`src/rtl/alu_pkg.sv`:
```
// alu_pkg: shared types and sizing for the accumulator ALU.
//   SZER   - data / accumulator width
//   op_t   - 4-bit operation codes (0xB-0xF are unassigned and act as NOP)
//   stan_t - control FSM states
package alu_pkg;

  localparam int SZER = 8;

  typedef enum logic [3:0] {
    OP_LD  = 4'h0,
    OP_ADD = 4'h1,
    OP_SUB = 4'h2,
    OP_AND = 4'h3,
    OP_OR  = 4'h4,
    OP_XOR = 4'h5,
    OP_NOT = 4'h6,
    OP_SHL = 4'h7,
    OP_SHR = 4'h8,
    OP_MUL = 4'h9,
    OP_ST  = 4'hA
  } op_t;

  typedef enum logic [1:0] {
    BEZCZYNNY = 2'd0,
    MNOZ      = 2'd1,
    GOTOWE    = 2'd2
  } stan_t;

endpackage

```
`src/rtl/mnozarka_iter.sv`:
```
// mnozarka_iter: iterative shift-add unsigned multiplier, one multiplier bit
// per clock, CYKLE (= SZER) iterations after the load edge.
// Ports:
//   clk, rst  - clock, synchronous active-high reset
//   load      - capture a/b and start; ignored while busy
//   a, b      - multiplicand, multiplier
//   busy      - high from the load edge until the last iteration edge
//   product   - running product including the current step's partial sum;
//               holds the full product in the cycle koniec is high
//   koniec    - high during the last iteration cycle
module mnozarka_iter #(
  parameter int SZER  = 8,
  parameter int CYKLE = SZER
) (
  input  logic              clk,
  input  logic              rst,
  input  logic              load,
  input  logic [SZER-1:0]   a,
  input  logic [SZER-1:0]   b,
  output logic              busy,
  output logic [2*SZER-1:0] product,
  output logic              koniec
);

  localparam int CW = (CYKLE > 1) ? $clog2(CYKLE) : 1;
  localparam logic [CW-1:0] OSTATNI = CW'(CYKLE - 1);

  logic [2*SZER-1:0] mcand;
  logic [2*SZER-1:0] suma_q;
  logic [SZER-1:0]   mplier;
  logic [CW-1:0]     licznik;

  // Partial sum for this step is exposed combinationally so the consumer can
  // take the finished product on the very edge that ends the last iteration.
  always_comb begin
    product = suma_q;
    if (mplier[0]) product = suma_q + mcand;
  end

  assign koniec = busy && (licznik == OSTATNI);

  always_ff @(posedge clk) begin
    if (rst) begin
      busy    <= 1'b0;
      mcand   <= '0;
      suma_q  <= '0;
      mplier  <= '0;
      licznik <= '0;
    end else if (load && !busy) begin
      busy    <= 1'b1;
      mcand   <= {{SZER{1'b0}}, a};
      mplier  <= b;
      suma_q  <= '0;
      licznik <= '0;
    end else if (busy) begin
      suma_q  <= product;
      mcand   <= mcand << 1;
      mplier  <= mplier >> 1;
      licznik <= licznik + 1'b1;
      if (koniec) busy <= 1'b0;
    end
  end

endmodule

```
`src/rtl/alu_akumulator.sv`:
```
// alu_akumulator: 8-bit ALU with accumulator feeding the flag register.
// Single-cycle ops complete one cycle after start; MUL runs on the
// iterative multiplier and completes nine cycles after start.
// Ports:
//   clk, rst             - clock, synchronous active-high reset
//   start, op, operand   - request strobe, op code, second operand
//   busy                 - MUL in progress, start ignored
//   done                 - one-cycle completion pulse
//   acc_out              - accumulator
//   C_out, OV_out        - registered carry / signed overflow
//   P_out, Z_out, S_out  - even parity, zero, sign of acc_out
//   flagi_en, C_OV_en, C_OV_kasowanie - flag register strobes (done cycle only)
module alu_akumulator #(
  parameter int SZER      = alu_pkg::SZER,
  parameter int MUL_CYKLE = SZER
) (
  input  logic            clk,
  input  logic            rst,
  input  logic            start,
  input  logic [3:0]      op,
  input  logic [SZER-1:0] operand,
  output logic            busy,
  output logic            done,
  output logic [SZER-1:0] acc_out,
  output logic            C_out,
  output logic            OV_out,
  output logic            P_out,
  output logic            Z_out,
  output logic            S_out,
  output logic            flagi_en,
  output logic            C_OV_en,
  output logic            C_OV_kasowanie
);
  import alu_pkg::*;

  localparam int M = SZER - 1;

  stan_t           stan;
  op_t             kod;
  logic [SZER-1:0] acc;
  logic            c_q, ov_q;

  logic [SZER-1:0] wynik;
  logic            c_nx, ov_nx, fl_en, cov_en, cov_kas;
  logic [SZER:0]   suma, roznica;

  logic              mul_busy, mul_koniec, mul_load;
  logic [2*SZER-1:0] mul_product;

  assign kod      = op_t'(op);
  assign mul_load = start && (stan != MNOZ) && (kod == OP_MUL);

  mnozarka_iter #(.SZER(SZER), .CYKLE(MUL_CYKLE)) u_mnozarka (
    .clk     (clk),
    .rst     (rst),
    .load    (mul_load),
    .a       (acc),
    .b       (operand),
    .busy    (mul_busy),
    .product (mul_product),
    .koniec  (mul_koniec)
  );

  assign suma    = {1'b0, acc} + {1'b0, operand};
  assign roznica = {1'b0, acc} - {1'b0, operand};

  // Result and flag source for every single-cycle op; MUL and NOPs keep state.
  always_comb begin
    wynik   = acc;
    c_nx    = c_q;
    ov_nx   = ov_q;
    fl_en   = 1'b0;
    cov_en  = 1'b0;
    cov_kas = 1'b0;
    case (kod)
      OP_LD: begin
        wynik = operand;
        fl_en = 1'b1;
      end
      OP_ADD: begin
        wynik  = suma[M:0];
        c_nx   = suma[SZER];
        ov_nx  = (acc[M] == operand[M]) && (suma[M] != acc[M]);
        fl_en  = 1'b1;
        cov_en = 1'b1;
      end
      OP_SUB: begin
        wynik  = roznica[M:0];
        c_nx   = roznica[SZER];  // borrow out == acc < operand
        ov_nx  = (acc[M] != operand[M]) && (roznica[M] != acc[M]);
        fl_en  = 1'b1;
        cov_en = 1'b1;
      end
      OP_AND, OP_OR, OP_XOR, OP_NOT: begin
        case (kod)
          OP_AND:  wynik = acc & operand;
          OP_OR:   wynik = acc | operand;
          OP_XOR:  wynik = acc ^ operand;
          default: wynik = ~acc;
        endcase
        c_nx    = 1'b0;
        ov_nx   = 1'b0;
        fl_en   = 1'b1;
        cov_kas = 1'b1;
      end
      OP_SHL: begin
        wynik  = {acc[M-1:0], 1'b0};
        c_nx   = acc[M];
        ov_nx  = acc[M] ^ acc[M-1];
        fl_en  = 1'b1;
        cov_en = 1'b1;
      end
      OP_SHR: begin
        wynik  = {1'b0, acc[M:1]};
        c_nx   = acc[0];
        ov_nx  = 1'b0;
        fl_en  = 1'b1;
        cov_en = 1'b1;
      end
      default: ;
    endcase
  end

  always_ff @(posedge clk) begin
    if (rst) begin
      stan           <= BEZCZYNNY;
      acc            <= '0;
      c_q            <= 1'b0;
      ov_q           <= 1'b0;
      done           <= 1'b0;
      flagi_en       <= 1'b0;
      C_OV_en        <= 1'b0;
      C_OV_kasowanie <= 1'b0;
    end else begin
      done           <= 1'b0;
      flagi_en       <= 1'b0;
      C_OV_en        <= 1'b0;
      C_OV_kasowanie <= 1'b0;
      case (stan)
        BEZCZYNNY, GOTOWE: begin
          if (!start) begin
            stan <= BEZCZYNNY;
          end else if (kod == OP_MUL) begin
            stan <= MNOZ;
          end else begin
            stan           <= GOTOWE;
            acc            <= wynik;
            c_q            <= c_nx;
            ov_q           <= ov_nx;
            done           <= 1'b1;
            flagi_en       <= fl_en;
            C_OV_en        <= cov_en;
            C_OV_kasowanie <= cov_kas;
          end
        end
        MNOZ: begin
          if (mul_koniec) begin
            stan     <= GOTOWE;
            acc      <= mul_product[M:0];
            c_q      <= |mul_product[2*SZER-1:SZER];
            ov_q     <= |mul_product[2*SZER-1:SZER];
            done     <= 1'b1;
            flagi_en <= 1'b1;
            C_OV_en  <= 1'b1;
          end
        end
        default: stan <= BEZCZYNNY;
      endcase
    end
  end

  assign busy    = mul_busy;
  assign acc_out = acc;
  assign C_out   = c_q;
  assign OV_out  = ov_q;
  assign P_out   = ~^acc;
  assign Z_out   = (acc == '0);
  assign S_out   = acc[M];

endmodule

```
`config.mk`:
```
export PLATFORM = sky130hd
export DESIGN_NAME = alu_akumulator
export DESIGN_NICKNAME = d
export VERILOG_FILES = /design/src/rtl/alu_pkg.sv /design/src/rtl/mnozarka_iter.sv /design/src/rtl/alu_akumulator.sv
export SDC_FILE = /design/constraint.sdc
export NUM_CORES = 1
export LEC_CHECK = 0
export CORE_MARGIN = 1.5
export CORE_UTILIZATION = 65
export CTS_CLUSTER_DIAMETER = 60
export CTS_CLUSTER_SIZE = 30
export DETAILED_ROUTE_END_ITERATION = 10
export GPL_TIMING_DRIVEN = 0
export HOLD_SLACK_MARGIN = 0.03
export PLACE_DENSITY = 0.86
export SLEW_MARGIN = 20
export SYNTH_ARGS = -nofsm -noshare
export SYNTH_HDL_FRONTEND = slang
export SYNTH_SLANG_ARGS = --single-unit
```
`constraint.sdc`:
```
create_clock -name clk -period 8.06 [get_ports clk]
set_input_delay 2.015 -clock clk [delete_from_list [all_inputs] [get_ports clk]]
set_output_delay 2.015 -clock clk [all_outputs]
set_load 0.02 [all_outputs]
```
-- Word level (Yosys, flattened, before mapping)
Cells that the tools add are included.
- add/subtract/negate cells: 4
- multipliers: 0
- divide/modulo/power cells: 0
- $lt $le $gt $ge: 0
- equal/unequal tests: 23
- shift-type cells: 0
- muxes and demuxes: 40
- bitwise logic cells: 7
- reductions and logical operators: 24
- operator list (cell ; number):
    $mux W8 ; 7
    $pmux W8 S6 ; 1
    $pmux W8 S3 ; 1
    $mux W1 ; 18
    $add A16 B16 Y16 ; 1
    $eq A4 B3 Y1 const B ; 4
    $mux W16 ; 1
    $pmux W8 S2 ; 1
    $reduce_and A5 Y1 ; 3
    $reduce_or A4 Y1 ; 3
    $pmux W1 S2 ; 5
    $add A8 B8 Y9 ; 1
    $reduce_or A9 Y1 ; 1
    $sub A8 B8 Y9 ; 1
    $and A8 B8 Y8 ; 1
    $eq A4 B2 Y1 const B ; 2
    $eq A4 B4 Y1 const B ; 2
    $logic_not A8 Y1 ; 1
    $not A8 Y8 ; 1
    $or A8 B8 Y8 ; 1
    $reduce_or A8 Y1 ; 1
    $reduce_xnor A8 Y1 ; 1
    $xor A8 B8 Y8 ; 1
    $ne A7 B1 Y1 const B ; 1
    other kinds (24) ; 38
- flip-flop bits (word level): 60
- latch bits: 0
- bits in writable memories: 0
- ROM bits: 0
- logic and storage cells: 112
- memories: 0

-- Longest topological paths before layout
Gate-level depths: netlist of run 1.
- depth after elaboration: 7
- depth in mapped cells: 11
- mapped depth without buffers: 11

-- Cells and area by module
From an unflattened synthesis of run 1, not the netlist that was laid out.
- cell total of the unflattened synthesis: 671
- area, all modules: 5336.4 µm²
- modules (own cells, without submodules) (module ; times used ; cells an instance ; area each (µm²) ; seq. area each (µm²)):
    mnozarka_iter ; 1 ; 325 ; 2710.1 ; 880.8
    alu_akumulator ; 1 ; 346 ; 2626.3 ; 320.3

-- Worst setup path after synthesis of run 1
OpenSTA, ideal clock, no wires.
- kind: input port to flip-flop
- from: input operand[4]
- to: register ov_q (netlist: OV_out)
- setup time: 0.086 ns
- arrival time: 3.911 ns
- data required time: 7.974 ns
- path slack: 4.063 ns
- stages on the path: 10
- path through: inv_1 > ha_1 > buf_6 > and3_1 > a221o_1 > o41ai_4 > xnor2_1 > a22oi_2 > a41o_1 > a211oi_1
- cells in the longest elaborated chain, start to end: 7
- elaborated cells between the ends (all ways): 10
- ends and longest elaborated chain (element ; RTL line ; text):
    from (decl) ; alu_akumulator.sv:21 ; input logic [SZER-1:0] operand,
    $sub A8 B8 Y9 or $add A8 B8 Y9 (tied branches) ; alu_akumulator.sv:65, alu_akumulator.sv:64 ;
    $ne A1 B1 Y1 (on tied branches) ; alu_akumulator.sv:90, alu_akumulator.sv:83 ;
    $logic_and A1 B1 Y1 (on tied branches) ; alu_akumulator.sv:90, alu_akumulator.sv:83 ;
    $pmux W1 S4 (*) ; alu_akumulator.sv:75 ; case (kod)
    $mux W1 (*) ; alu_akumulator.sv:143 ; end else if (kod == OP_MUL) begin
    $mux W1 (*) ; alu_akumulator.sv:141 ; if (!start) begin
    $pmux W1 S2 (*) ; alu_akumulator.sv:139 ; case (stan)
    to (signal assigned) ; alu_akumulator.sv:149 ; ov_q <= ov_nx;
    to (signal assigned) ; alu_akumulator.sv:161 ; ov_q <= |mul_product[2*SZER-1:SZER];
    to (decl) ; alu_akumulator.sv:41 ; logic c_q, ov_q;
Mark *: on every way between the ends. The rest lies on a longest branch, timed or not. The select of a mux whose other input is x is not followed.
A chain may end at the register's enable or synchronous reset.

-- Worst setup path in the final report of run 1
- from: input operand[0]
- to: register acc[6] (netlist: acc_out[6])
- cells in the longest elaborated chain, start to end: 5
- elaborated cells between the ends (all ways): 6
- ends and longest elaborated chain (element ; RTL line ; text):
    $sub A8 B8 Y9 or $add A8 B8 Y9 (tied branches) ; alu_akumulator.sv:65, alu_akumulator.sv:64 ;
    $pmux W8 S6 (*) ; alu_akumulator.sv:75 ;
    $mux W8 (*) ; alu_akumulator.sv:143 ;
    $mux W8 (*) ; alu_akumulator.sv:141 ;
    $pmux W8 S2 (*) ; alu_akumulator.sv:139 ;
    to (signal assigned) ; alu_akumulator.sv:147 ; acc <= wynik;
    to (signal assigned) ; alu_akumulator.sv:159 ; acc <= mul_product[M:0];
    to (decl) ; alu_akumulator.sv:40 ; logic [SZER-1:0] acc;
Marked as above.

==> results of run 1 <==
[area by class of cell]
type	count	area, um2	share of cell area (%)
Buffer	37	183	3.14
Clock buffer	11	141	2.43
Clock inverter	4	50.0	0.861
Inverter	33	126	2.17
Multi-Input combinational cell	512	3670	63.2
Sequential cell	60	1200	20.7
Tap cell	102	128	2.20
Timing Repair Buffer	31	310	5.34
[layout by cell type, fill, tap and decap left out, types with 6 or more instances in the layout]
cell type	count
nor2_1	84
dfxtp_1	60
a21oi_1	57
ha_1	47
nand2_1	40
mux2i_1	35
clkdlybuf4s50_1	31
inv_1	30
o21ai_0	26
nand3_1	19
xnor2_1	16
clkbuf_1	16
nor2b_1	12
buf_2	10
clkbuf_8	10
nand2b_1	9
a211oi_1	9
nor3_1	8
a21o_1	8
buf_1	6
a32oi_1	6
o22ai_1	6
a221o_1	6
o21a_1	6
[synthesized netlist by cell type (5+ instances only)]
library cell,count
a21o_1,8
xnor2_1,16
buf_2,10
nand3_1,19
dfxtp_1,60
ha_1,47
o21a_1,6
a311oi_1,5
xor2_1,5
o21ai_0,26
o31ai_1,5
inv_1,30
nor3_1,8
nand2b_1,9
o22ai_1,6
o2111ai_1,5
buf_1,6
mux2i_1,35
nor2_1,84
clkbuf_1,15
nor2b_1,12
a211oi_1,9
a32oi_1,6
a21oi_1,57
nand2_1,40
a221o_1,6
[report_power, final]
group          switching, uW  leakage, uW  internal (uW)
clock                    124    0.0000914            149
sequential              12.5     0.000486            303
combinational            120      0.00179           84.4
[registers in the layout (all words and copies together), names as in the netlist]
register,count
u_mnozarka.mplier,8
stan,2
acc_out,8
C_OV_en,1
u_mnozarka.mcand,16
C_out,1
u_mnozarka.suma_q,16
C_OV_kasowanie,1
u_mnozarka.busy,1
OV_out,1
u_mnozarka.licznik,3
done,1
flagi_en,1
[worst max-delay path, cell delays in order]
cell and delay [ns]:
clkdlybuf4s50_1 0.60, ha_1 0.22, inv_1 0.06, fa_1 0.39
nand2b_1 0.09, a21oi_1 0.10, o21ai_0 0.48, a21oi_1 0.12
a2111oi_0 0.50, o32ai_1 0.15, o21a_1 0.19
[per-layer routing]
layer  track usage [%]  part of all wire (%)  up-vias  wire length [um]
li1                  -                     -     2436                 -
met2              57.1                    42      359              6760
met1              55.8                    44     2486              7220
met3              8.54                    11       44              1790
met4              13.3                   2.8        0               456
met5                 0                     0        -                 0
[path summary, 6_finish.rpt]
| path | end | depth (start not counted) | slack, ns | startpoint |
|---|---|---|---|---|
| min reg2reg | u_mnozarka.suma_q[11] | 2 | 0.48 | u_mnozarka.suma_q[11] |
| max | acc_out[6] | 11 | 3.39 | operand[0] |
| min | u_mnozarka.suma_q[11] | 2 | 0.48 | u_mnozarka.suma_q[11] |
| max reg2reg | OV_out | 10 | 5.05 | acc_out[4] |
[metrics by stage]
stage | utilization (%) | cells
2_1_floorplan | - | 642
3_3_place_gp | 72.7 | 775
3_5_place_dp | 72.7 | 775
4_1_cts | 75.2 | 790
5_1_grt | 75.2 | 790
6_report | 75.2 | 790
[cells by family after synthesis]
logic type	share of synthesized area, %
flops	23.2
xor+xnor	4.01
compound gates	27.3
simple gates	18.9
fa+ha+maj	12.5
buf+inv	5.96
mux	8.14
==> impl_metrics.py, run 1 <==
metrics = {
    "die": {
        "core_region_area_um2": 7730,
        "die_area_um2": 8520,
        "placementRows": 32,
        "die_h_um": 92.3,
        "design.portCount": 33,
        "initial_core_util_pct": 67.0,
        "die_w_um": 92.3,
    },
    "placed_design": {
        "place_congestion": 0.984,
        "place_area_um2": 5620,
        "count_of_port_buffers_added_during_placement": 31,
        "dp_hpwl_mm": 12.3,
        "place_worst_setup_slack_ns": 3.14,
    },
    "cts": {
        "cts-resized-gates": 0,
        "cts_made_buffers": 9,
        "root_buffer": "clkbuf_8",
        "clkSinkCount": 60,
        "cts_tree": "done",
        "cts.repair_timing.setup_buffer_count": 0,
        "clock_tree.buffer_depth": 2,
        "clock_latency_ns": 0.35,
        "clock_input_transition_at_the_sequential_cells_of_the_worst_setup_and_hold_paths_ns": 0.07,
        "cts_htree_levels": 3,
        "ctsHoldBuffers": 0,
    },
    "worst_hold_path": {
        "timing.hold.worst.class": "flip-flop to flip-flop",
    },
    "pwr": {
        "vdd_drop_max_mv": 0.123,
        "power.density_nw_per_um2": 137,
        "p_leak_uw": 0.00237,
        "design_power_total_uw": 793,
    },
    "global_route": {
        "grt_pass1_wl_mm": 25.7,
        "number_of_global_route_vias_before_repair": 4955,
        "groute.usage.overall_pct": 38.9,
        "grt_antenna_before_repair": 0,
        "grt.overflow.total": 0,
        "maximum_number_of_pins_on_one_net_before_global_route_repair": 12,
    },
    "finish": {
        "nets": 749,
        "syn_to_final_growth_pct": 12.1,
        "final.fill_count": 625,
        "layout-drive-gt1-share_pct": 8.72,
        "final_design_area_excluding_fillers_um2": 5810,
        "antenna_diode_count": 0,
    },
    "synthesis": {
        "synth_largest_type_area_fraction_pct": 23.2,
        "synth_enable_flop_cells": 0,
        "async_flop_share_pct": 0,
        "post_synthesis_cell_type_count": 86,
        "netlist_top_cells_area": "dfxtp_1 (23%), ha_1 (11%), mux2i_1 (6.8%), nor2_1 (6.1%), a21oi_1 (5.5%)",
        "netlist_instances": 642,
        "syn-mean-instance-area_um2": 8.07,
        "ys.warnings.count": 0,
        "synth_fp_nets": 707,
        "synth.cell_area_um2": 5180,
        "synth-seq-area-share_pct": 23.2,
        "synth_flop_cell": "dfxtp_1",
        "synth.ff_latch_count": 60,
        "synth_area_leader_cell": "dfxtp_1",
    },
    "detailed_routing": {
        "drc_errors": 0,
        "routed-via-count": 5325,
        "drtPass1Iterations": 5,
        "iteration_0_drc_count_of_the_detailed_router": 607,
        "drt-wirelength-per-cell_um": 20.5,
        "finalWirelength_mm": 16.2,
        "drt.antenna.violating_nets": 0,
        "post_drt_via_cell_ratio": 6.74,
    },
    "sta": {
        "totalNegativeSetupSlack_ns": 0,
        "number_of_failing_setup_endpoints_in_the_final_timing_report": 0,
        "setup_ws_ns": 3.39,
        "finalHoldWorstSlack_ns": 0.479,
        "worst_clock_skew_ns": 0.0124,
        "max_clock_freq_mhz": 214,
        "max_slew_margin_pct": 36.2,
        "tightest_slew_ns": 0.950,
        "final.min_clock_period_ns": 4.67,
        "maxSlewViolCount": 0,
        "post-route-period-util_pct": 58.0,
        "final_hold_viol_count": 0,
        "grt_setup_unrepaired": "no",
    },
    "setup_path": {
        "cp_data_required_time_ns": 8.31,
        "worst_ep_arrival_time_ns": 4.92,
        "critPathMaxFanout": 5,
        "critPathKind": "input pin to flip-flop",
        "critical_path.startpoint_type": "input pin",
        "worstSetupEndpointType": "flip-flop",
    },
    "run_status": {
        "status": "complete, no violations",
    },
    "job": {
        "maxCapViolCount": 0,
    },
}
Power figures use the tool's default switching activity.
==> run 2: changes to the inputs <==
--- a/config.mk
+++ b/config.mk
@@ -6,13 +6,13 @@
 export NUM_CORES = 1
 export LEC_CHECK = 0
 export CORE_MARGIN = 1.5
-export CORE_UTILIZATION = 65
+export CORE_UTILIZATION = 55
 export CTS_CLUSTER_DIAMETER = 60
 export CTS_CLUSTER_SIZE = 30
 export DETAILED_ROUTE_END_ITERATION = 10
 export GPL_TIMING_DRIVEN = 0
 export HOLD_SLACK_MARGIN = 0.03
-export PLACE_DENSITY = 0.86
+export PLACE_DENSITY = 0.78
 export SLEW_MARGIN = 20
 export SYNTH_ARGS = -nofsm -noshare
 export SYNTH_HDL_FRONTEND = slang
==> constraint.sdc (replaced) <==
create_clock -name clk -period 3.94 [get_ports clk]
set_input_delay 0.985 -clock clk [delete_from_list [all_inputs] [get_ports clk]]
set_output_delay 0.985 -clock clk [all_outputs]
set_load 0.02 [all_outputs]
==> run 2 against run 1 <==
Effect of this change:
- via count is 1.8% lower
- core utilization is 12 points lower
- die area is 18% higher
- flip-flop and latch count stayed put
- sequential power is 100% higher
- critical path depth is 2 lower
- setup slack worse by 3.3 ns
- clock power is 90% higher
- wire length is 2.6% higher
- global-route usage is 4.9 points lower
- first-iteration DRC count is 44% lower
==> impl_metrics.py, run 2 (synthesis results as in run 1) <==
metrics = {
    "cts": {
        "cts.repair_timing.setup_buffer_count": 0,
        "cts_tree": "done",
        "cts_made_buffers": 9,
        "root_buffer": "clkbuf_8",
        "ctsHoldBuffers": 0,
        "cts_htree_levels": 3,
        "cts-resized-gates": 0,
        "clkSinkCount": 60,
        "clock_input_transition_at_the_sequential_cells_of_the_worst_setup_and_hold_paths_ns": 0.07,
        "clock_latency_ns": 0.34,
        "clock_tree.buffer_depth": 2,
    },
    "finish": {
        "largestRegisters": "u_mnozarka.mcand (16), u_mnozarka.suma_q (16)",
        "layout-drive-gt1-share_pct": 8.87,
        "syn_to_final_growth_pct": 12.1,
        "antenna_diode_count": 0,
        "mostFrequentLayoutCells": "nor2_1 (84), dfxtp_1 (60), a21oi_1 (57)",
        "nets": 749,
        "layout.cells.most_common": "nor2_1",
    },
    "global_route": {
        "maximum_number_of_pins_on_one_net_before_global_route_repair": 12,
        "groute.usage.overall_pct": 34.0,
        "grt-busiest-layer": "met2",
        "globalRouteMet2Util_pct": 56.3,
        "number_of_global_route_vias_before_repair": 4998,
        "met3_usage_pct": 5.92,
        "grt.overflow.total": 0,
        "grt_pass1_wl_mm": 26.4,
        "grt_antenna_before_repair": 0,
        "global_route.usage.met1_pct": 43.0,
    },
    "setup_path": {
        "worst_setup_path_startpoint": "operand[0]",
        "critPathKind": "input pin to flip-flop",
        "worstSetupEndpointType": "flip-flop",
        "critical_path.reg2reg.startpoint": "acc_out[2]",
        "cp_data_required_time_ns": 4.13,
        "critPathMaxFanout": 5,
        "worst_ep_arrival_time_ns": 4.02,
        "critical_path.startpoint_type": "input pin",
    },
    "worst_hold_path": {
        "worst_hold_path_startpoint": "u_mnozarka.suma_q[11]",
        "timing.hold.worst.class": "flip-flop to flip-flop",
    },
    "sta": {
        "totalNegativeSetupSlack_ns": 0,
        "final.min_clock_period_ns": 3.83,
        "number_of_failing_setup_endpoints_in_the_final_timing_report": 0,
        "max_clock_freq_mhz": 261,
        "worst_clock_skew_ns": 0.0124,
        "grt_setup_unrepaired": "no",
        "final_hold_viol_count": 0,
        "maxSlewViolCount": 0,
        "post-route-period-util_pct": 97.1,
        "tightest_slew_ns": 1.08,
        "max_slew_margin_pct": 27.6,
    },
    "die": {
        "placementRows": 35,
        "core_region_area_um2": 9200,
        "die_h_um": 100,
        "design.portCount": 33,
        "die_area_um2": 10000,
        "die_w_um": 100,
        "initial_core_util_pct": 56.3,
    },
    "run_status": {
        "status": "complete, no violations",
    },
    "placed_design": {
        "count_of_port_buffers_added_during_placement": 31,
        "place_congestion": 0.953,
        "dp_hpwl_mm": 12.9,
    },
    "detailed_routing": {
        "finalWirelength_mm": 16.6,
        "drc_errors": 0,
        "drt-wirelength-per-cell_um": 20.8,
        "iteration_0_drc_count_of_the_detailed_router": 338,
        "drt.antenna.violating_nets": 0,
        "drtPass1Iterations": 5,
        "post_drt_via_cell_ratio": 6.54,
        "routed-via-count": 5227,
    },
    "job": {
        "maxCapViolCount": 0,
    },
    "pwr": {
        "vdd_drop_max_mv": 0.221,
        "power.density_nw_per_um2": 272,
        "p_leak_uw": 0.00236,
        "design_power_total_uw": 1580,
    },
}
run 2: cell types whose count changed in the layout (fill, tap and decap cells not counted), sizes merged:
cell,before,now
bufinv,1,0
clkinv,1,2
run 2: final cells by class:
type | count | area [um2]
plain buffers | 37 | 183
clock buffers | 11 | 151
clock inverters | 4 | 25.0
fillers | 839 | 3390
inverters | 33 | 126
multi-input cells | 512 | 3670
flip-flops and latches | 60 | 1200
well taps | 111 | 139
repair buffers | 31 | 310
run 2: per-layer routing:
| layer | vias to the layer above | part of all wire, % |
|---|---|---|
| met2 | 255 | 46 |
| met3 | 42 | 8.1 |
| li1 | 2441 | - |
| met5 | - | 0 |
| met4 | 0 | 3.9 |
| met1 | 2489 | 42 |
run 2: path summary, 6_finish.rpt:
kind,to,slack [ns],cells after the start
worst min-delay path,u_mnozarka.suma_q[11],0.48,2
worst min register to register,u_mnozarka.suma_q[11],0.48,2
worst max-delay path,acc_out[4],0.11,9
worst max register to register,acc_out[4],0.83,10
run 2: power breakdown:
group	leakage, uW	switching, uW	internal (uW)	total, uW
registers	0.000486	24.9	620	645
clock network	0.0000872	262	257	519
logic	0.00179	245	173	418
total	0.00236	532	1050	1580
run 2: critical path: stages:
cell	delay (ns)
clkdlybuf4s50_1	0.50
ha_1	0.30
fa_1	0.40
a21o_1	0.19
a21o_1	0.22
a221o_1	0.35
a2111oi_0	0.82
a211o_1	0.19
a21oi_1	0.06
run 2: metrics by stage:
step / instance area, um2 / cells / util, % / hold slack, ns / worst slack, ns
2_1_floorplan: 5180 / 642 / - / 0.446 / 0.973
3_3_place_gp: 5630 / 784 / 61.2 / 0.463 / -0.107
6_report: 5810 / 799 / 63.1 / 0.482 / 0.113
5_1_grt: 5810 / 799 / 63.1 / 0.514 / 0.0856
4_1_cts: 5810 / 799 / 63.1 / 0.481 / 0.250
3_5_place_dp: 5630 / 784 / 61.2 / 0.470 / -0.0888
==> run 3: changes to the inputs <==
--- a/config.mk
+++ b/config.mk
@@ -13,6 +13,7 @@
 export GPL_TIMING_DRIVEN = 0
 export HOLD_SLACK_MARGIN = 0.03
 export PLACE_DENSITY = 0.78
+export RECOVER_POWER = 25
 export SLEW_MARGIN = 20
 export SYNTH_ARGS = -nofsm -noshare
 export SYNTH_HDL_FRONTEND = slang
==> run 3 against run 2 <==
Effect of this change:
- critical path depth is the same
- core utilization is essentially flat
- register-to-register slack gained 0.03 ns
- critical endpoint unchanged
==> impl_metrics.py, run 3 (synthesis results as in run 1) <==
metrics = {
    "finish": {
        "largestRegisters": "u_mnozarka.mcand (16), u_mnozarka.suma_q (16)",
        "layout-drive-gt1-share_pct": 8.58,
        "multi_input_comb_area_um2": 3670,
        "mostFrequentLayoutCells": "nor2_1 (84), dfxtp_1 (60), a21oi_1 (57)",
        "layout.cells.most_common": "nor2_1",
        "layout.core_utilization_pct": 63.1,
        "ff_latch_area_um2": 1200,
        "antenna_diode_count": 0,
        "final_design_area_excluding_fillers_um2": 5800,
        "final.fill_count": 841,
        "syn_to_final_growth_pct": 12.0,
        "nets": 749,
    },
    "cts": {
        "cts_htree_levels": 3,
        "ctsHoldBuffers": 0,
        "cts-resized-gates": 0,
        "clock_latency_ns": 0.35,
        "clock_input_transition_at_the_sequential_cells_of_the_worst_setup_and_hold_paths_ns": 0.07,
        "cts_made_buffers": 9,
        "cts.repair_timing.setup_buffer_count": 0,
        "clkSinkCount": 60,
        "cts_tree": "done",
        "root_buffer": "clkbuf_8",
        "clock_tree.buffer_depth": 2,
    },
    "setup_path": {
        "critical_path.reg2reg.startpoint": "acc_out[2]",
        "setup.reg_to_reg.worst_slack_ns": 0.86,
        "cp_data_required_time_ns": 4.14,
        "worst_path_most_repeated_cell": "a21o_1",
        "rr_worst_depth": 10,
        "critPathKind": "input pin to flip-flop",
        "critPathMaxFanout": 5,
        "critical_path.startpoint_type": "input pin",
        "critical-path-slowest-cell": "a2111oi_0",
        "critical_path.cell_chain": "clkdlybuf4s50_1, ha_1, fa_1, a21o_1, a21o_1, a221o_1, a2111oi_0, a211o_1, a21oi_1",
        "crit-reg2reg-capture": "acc_out[4]",
        "worstSetupEndpointType": "flip-flop",
        "worst_ep_arrival_time_ns": 4.01,
        "crit_path_max_incr_delay_ns": 0.80,
    },
    "detailed_routing": {
        "finalWirelength_mm": 16.6,
        "drt-wirelength-per-cell_um": 20.8,
        "routed-via-count": 5197,
        "iteration_0_drc_count_of_the_detailed_router": 362,
        "drc_errors": 0,
        "drt.antenna.violating_nets": 0,
        "post_drt_via_cell_ratio": 6.50,
        "drtPass1Iterations": 5,
    },
    "die": {
        "initial_core_util_pct": 56.3,
        "die_w_um": 100,
        "core_region_area_um2": 9200,
        "die_h_um": 100,
        "placementRows": 35,
        "design.portCount": 33,
        "die_area_um2": 10000,
    },
    "sta": {
        "final.min_clock_period_ns": 3.81,
        "worst_clock_skew_ns": 0.0104,
        "setup_ws_ns": 0.127,
        "maxSlewViolCount": 0,
        "final_hold_viol_count": 0,
        "max_slew_margin_pct": 27.6,
        "tightest_slew_ns": 1.08,
        "number_of_failing_setup_endpoints_in_the_final_timing_report": 0,
        "post-route-period-util_pct": 96.8,
        "max_clock_freq_mhz": 262,
        "grt_setup_unrepaired": "no",
    },
    "placed_design": {
        "place_worst_setup_slack_ns": -0.0888,
        "place_area_um2": 5630,
        "count_of_port_buffers_added_during_placement": 31,
        "place_congestion": 0.953,
        "dp_hpwl_mm": 12.9,
    },
    "pwr": {
        "cellInternalPower_uw": 1050,
        "p_leak_uw": 0.00240,
        "power.density_nw_per_um2": 272,
        "net-switching-power_uw": 534,
        "design_power_total_uw": 1580,
        "sequentialPowerShare_pct": 40.8,
        "clockPowerShare_pct": 33.1,
        "vdd_drop_max_mv": 0.223,
        "share_comb_of_total_power_pct": 26.1,
        "switching_share_of_power_pct": 33.8,
    },
    "job": {
        "maxCapViolCount": 0,
    },
    "run_status": {
        "status": "complete, no violations",
    },
    "worst_hold_path": {
        "min_delay_worst_endpoint": "u_mnozarka.suma_q[11]",
        "worst_hold_path.num_cells": 2,
        "worst_hold_path_startpoint": "u_mnozarka.suma_q[11]",
        "timing.hold.worst.class": "flip-flop to flip-flop",
    },
    "global_route": {
        "maximum_number_of_pins_on_one_net_before_global_route_repair": 12,
        "grt.overflow.total": 0,
        "grt_pass1_wl_mm": 26.4,
        "grt_antenna_before_repair": 0,
        "groute.usage.overall_pct": 34.0,
        "number_of_global_route_vias_before_repair": 4998,
    },
}
[run 3: changes by cell type in the layout (fill, tap and decap cells not counted), sizes merged]
cell           before  now
dlygate4sd3         0   16
buf                21   20
clkdlybuf4s50      31   15
clkbuf             27   28
[run 3: power groups by stage]
stage	Clock, uW	Sequential (uW)	Combinational, uW
5_1_grt	545	646	444
4_1_cts	521	644	412
6_report	523	645	413
2_1_floorplan	0	661	260
3_5_place_dp	0	658	410
3_3_place_gp	0	658	405
[run 3: how the worst max path moves through the flow]
stage	start	to	slack, ns	depth (start not counted)
CTS	operand[0]	acc_out[4]	0.25	9
global route	operand[0]	acc_out[4]	0.09	9
detailed placement	operand[0]	acc_out[4]	-0.09	9
floorplan	operand[4]	OV_out	0.97	10
finish	operand[0]	acc_out[4]	0.13	9
global placement	operand[0]	acc_out[4]	-0.11	9
[run 3: cell type report]
type	count	area share (%)
Sequential cell	60	20.7
Clock buffer	11	2.61
Buffer	37	3.13
Multi-Input combinational cell	512	63.2
Inverter	33	2.18
Tap cell	111	2.39
Clock inverter	4	0.431
Timing Repair Buffer	31	5.35
[run 3: critical path, delay by kind of cell]
| kind | cells | cell delay (ns) |
|---|---|---|
| compound gates | 6 | 1.81 |
| fa+ha+maj | 2 | 0.71 |
| buf+inv | 1 | 0.51 |
[run 3: metal layers]
metal | wire, um | GRT usage (%) | vias up | share of wire (%)
met2 | 7730 | 56.3 | 248 | 47
met3 | 1220 | 5.92 | 47 | 7.3
met1 | 6980 | 43.0 | 2466 | 42
li1 | - | - | 2436 | -
met4 | 670 | 15.9 | 0 | 4.0
met5 | 0 | 0 | - | 0
[run 3: per-stage QoR]
step / cells / hold WS [ns] / TNS, ns
2_1_floorplan: 642 / 0.446 / 0
3_3_place_gp: 784 / 0.463 / -0.107
3_5_place_dp: 784 / 0.470 / -0.0888
4_1_cts: 799 / 0.481 / 0
5_1_grt: 799 / 0.514 / 0
6_report: 799 / 0.483 / 0
==> variant 1: new RTL, settings of run 2 <==
`SZER` is set to 8 in 2 places; all go to 4.
--- a/src/rtl/alu_pkg.sv
+++ b/src/rtl/alu_pkg.sv
@@ -4,7 +4,7 @@
 //   stan_t - control FSM states
 package alu_pkg;
 
-  localparam int SZER = 8;
+  localparam int SZER = 4;
 
   typedef enum logic [3:0] {
     OP_LD  = 4'h0,
--- a/src/rtl/mnozarka_iter.sv
+++ b/src/rtl/mnozarka_iter.sv
@@ -9,7 +9,7 @@
 //               holds the full product in the cycle koniec is high
 //   koniec    - high during the last iteration cycle
 module mnozarka_iter #(
-  parameter int SZER  = 8,
+  parameter int SZER  = 4,
   parameter int CYKLE = SZER
 ) (
   input  logic              clk,
Ports: changed (resized acc_out and operand); port bits go from 33 to 25. No check against the original RTL was run, so the function may have changed too.
==> variant 1 against run 2 <==
- sequential cell count down 25
- power fell by 42%
- routed wire length fell by 57%
- cell area is 45% lower
- setup slack better by 440 ps
- area after synthesis shrank 46%
- critical path depth shrank 5
- final cell count down 43%
- die area decreased by 45%
- non-clock buffer count shrank 23
- hold slack improved by 2.1 ps
- count of clock-buffer cells in the layout is 6 lower
- clock power decreased by 34%
- global-route usage shrank 6.6 points
- critical endpoint is now P_out
- largest power group unchanged
==> variant 1: results <==
metrics = {
    "layout": {
        "buffers": 45,
        "fin_nets": 422,
        "multi_input_area_share": 0.590,
        "drive_above_1_share": 0.0801,
        "seq_area_um2": 701,
        "fillerInstances": 434,
        "num-nonclk-inverters": 20,
        "top_regs": "u_mnozarka.mcand x8, u_mnozarka.suma_q x8",
        "clock_buffers": 5,
        "clk_share": 0.0361,
        "antenna_cells": 0,
        "layout.nonclk_buf_frac": 0.107,
        "nMultiInputCombCells": 279,
    },
    "yosys": {
        "synthTopCellsByArea": "dfxtp_1 25%, ha_1 9.9%, mux2i_1 6.5%",
        "ys_seq_area_frac": 0.251,
        "ys_warn_count": 0,
        "synth_fp_nets": 392,
        "synthTopCellsByCount": "47 x nor2_1, 35 x a21oi_1, 35 x dfxtp_1, 26 x nand2_1, 22 x ha_1",
        "ys_types": 62,
    },
    "setup_path": {
        "cp_max_fo": 9,
        "critPathCapture": "P_out",
        "critical_path.startpoint": "acc_out[3]",
        "critPathMaxStageDelay_ps": 620,
        "worstPathArrival_ps": 2400,
        "r2r-start": "acc_out[0]",
        "r2r_end": "acc_out[1]",
        "slowest_stage": "clkdlybuf4s50_1",
        "r2r_cells": 10,
        "crit_type": "reg2out",
        "ff2ff_setup_slack_ps": 1380,
    },
    "hold_path": {
        "whs_endpoint": "u_mnozarka.suma_q[3]",
        "hold_path_depth": 2,
        "min_from": "u_mnozarka.suma_q[3]",
    },
    "timing": {
        "hold_ws_ps": 484,
        "tightestPinTransition_ps": 615,
        "finalClockSkew_ps": 4.49,
    },
    "placed_design": {
        "place_congestion": 0.971,
        "hpwl_um": 5390,
        "portBuffers": 23,
    },
    "clock_network": {
        "path_clk_slew_ps": 80,
        "clock_sinks": 35,
        "post_cts_buffers": 0,
        "cts_resized": 0,
        "cts_max_level": 2,
        "root_buffer": "clkbuf_8",
        "worstSkewPairLatency_ps": 290,
    },
    "drt": {
        "viasPerCell": 5.98,
        "wl_um": 7140,
        "drt-initial-drc-count": 266,
    },
    "global_route": {
        "grt_pass1_wl_um": 11500,
        "grt_pass1_vias": 2334,
        "grt_usage": 0.273,
        "grt_max_degree": 14,
    },
    "run_status": {
        "outcome": "finished clean",
    },
    "pwr": {
        "leakagePower_nw": 1.29,
        "ir_worst_vdd_mv": 0.237,
    },
}
-- variant 1: cell count changes in the layout (fill, tap and decap cells not counted), moves of 17 or more --
cell            run 2  this run
dfxtp_1            60        35
mux2i_1            35        18
a21oi_1            57        35
nor2_1             84        47
ha_1               47        22
o21ai_0            26         9
-- variant 1: cell families (layout without fill, tap and decap cells) --
kind of cell    Yosys count  in the layout  share of synthesized area
compound gates           93             93                      0.221
simple gates            126            126                      0.219
xor+xnor                 15             15                     0.0471
fa+ha+maj                25             25                      0.120
buf+inv                  42             73                     0.0682
flops                    35             35                      0.251
mux                      20             20                     0.0727
-- variant 1: layer usage --
metal / vias up / track usage / part of all wire / wire length (um)
met5: - / 0 / 0 / 0
met4: 0 / 0.0566 / 0.0071 / 51
met3: 7 / 0.0596 / 0.095 / 676
met2: 128 / 0.393 / 0.41 / 2960
met1: 1259 / 0.417 / 0.48 / 3460
li1: 1321 / - / - / -
-- variant 1: critical path, delay by kind of cell, from the launching register on --
kind,cells,cell delay [ps]
XOR/XNOR,1,180
adder cells (fa/ha/maj),1,420
buffers and inverters,2,900
flip-flops,1,610
-- variant 1: metrics by stage --
step	total power, mW	std cells	cell area [um2]	setup WS (ps)
2_1_floorplan	0.508	356	2790	1280
3_3_place_gp	0.577	446	3100	404
3_5_place_dp	0.579	446	3100	439
4_1_cts	0.914	454	3220	590
5_1_grt	0.954	454	3220	484
6_report	0.915	454	3220	550
-- variant 1: power by group --
| group | total [mW] | leakage (nW) | switching, mW | internal [mW] |
|---|---|---|---|---|
| clock network | 0.340 | 0.0587 | 0.148 | 0.192 |
| registers | 0.373 | 0.284 | 0.0120 | 0.361 |
| logic | 0.202 | 0.947 | 0.113 | 0.0883 |
| total | 0.915 | 1.29 | 0.273 | 0.642 |
==> variant 2: new RTL, config.mk and constraints of run 2 <==
Without the edit above. Re-encode `stan_t` (3 values) as one-hot, 3 bits wide.
--- a/src/rtl/alu_pkg.sv
+++ b/src/rtl/alu_pkg.sv
@@ -20,10 +20,10 @@
     OP_ST  = 4'hA
   } op_t;
 
-  typedef enum logic [1:0] {
-    BEZCZYNNY = 2'd0,
-    MNOZ      = 2'd1,
-    GOTOWE    = 2'd2
+  typedef enum logic [2:0] {
+    BEZCZYNNY = 3'b001,
+    MNOZ      = 3'b010,
+    GOTOWE    = 3'b100
   } stan_t;
 
 endpackage
Check against the original RTL: no difference found for any inputs over 4 cycles, from zero or initial values and one cycle with rst high; so few cycles prove little.
==> variant 2 against run 2 <==
- non-clock buffer count is 2 lower
- cell area decreased by 3.7%
- power is 11% higher
- area after synthesis shrank 5.1%
- clock skew rose by 1.8 ps
- routed wire length is 8.7% lower
- sequential cell count is 1 higher
- setup slack gained 110 ps
- maximum frequency rose by 2.9%
==> variant 2: results <==
metrics = {
    "placed_design": {
        "place_inst": 779,
        "dpl_cell_area_um2": 5350,
        "place_congestion": 0.937,
        "portBuffers": 30,
    },
    "pwr": {
        "pg_seq_mw": 0.661,
        "ir_worst_vdd_mv": 0.181,
        "p_clk_mw": 0.660,
        "clkPwrFrac": 0.374,
        "leakagePower_nw": 2.21,
        "p_sw_mw": 0.569,
    },
    "setup_path": {
        "critical_path.startpoint": "operand[1]",
        "worstPathArrival_ps": 3940,
        "cp_max_fo": 4,
        "r2r-start": "acc_out[1]",
    },
    "timing": {
        "relSlewSlack": 0.397,
        "timing.fmax_mhz": 269,
        "hold_ws_ps": 476,
        "finalClockSkew_ps": 14.1,
    },
    "layout": {
        "fin_nets": 747,
        "drive_above_1_share": 0.0509,
    },
    "global_route": {
        "grt_max_degree": 13,
        "grt_pass1_wl_um": 24900,
    },
    "run_status": {
        "outcome": "finished clean",
    },
    "drt": {
        "via_count": 5018,
        "m1WireLength_um": 6340,
        "wl_met3_um": 898,
        "drt-initial-drc-count": 269,
        "wl_um": 15200,
        "viasPerCell": 6.31,
    },
    "yosys": {
        "synthTopCellsByArea": "dfxtp_1 25%, ha_1 12%, nor2_1 7.2%",
        "ys_types": 70,
    },
    "hold_path": {
        "min_from": "u_mnozarka.suma_q[9]",
    },
}
-- variant 2: cell type report --
type,count,area [um2],area share
buffer,36,140,0.0251
clock buffer,10,138,0.0246
clock inverter,6,93.8,0.0168
inverter,26,97.6,0.0175
multi-input combinational,518,3460,0.620
sequential,61,1220,0.218
tap,108,135,0.0242
timing repair buffer,30,300,0.0537
-- variant 2: logic make-up after synthesis --
logic type	Yosys count	share of synthesized area
XOR/XNOR	20	0.0372
adder cells (fa/ha/maj)	50	0.132
multiplexers	25	0.0522
AO/OA/AOI/OAI	200	0.270
buffers and inverters	62	0.0484
AND/OR/NAND/NOR	223	0.212
flip-flops	61	0.248
-- variant 2: worst register-to-register path: cells and delay by family (launching register included) --
kind                       cells  cell delay (ps)
AOI/OAI and AO/OA              7             1700
adders and majority gates      1              360
buffers and inverters          1              230
DFF                            1              530
and+or+nand+nor                1              170
-- variant 2: layer usage --
layer,GRT usage,up-vias
met5,0,-
met1,0.386,2350
met2,0.565,206
li1,-,2407
met3,0.0597,55
met4,0.156,0
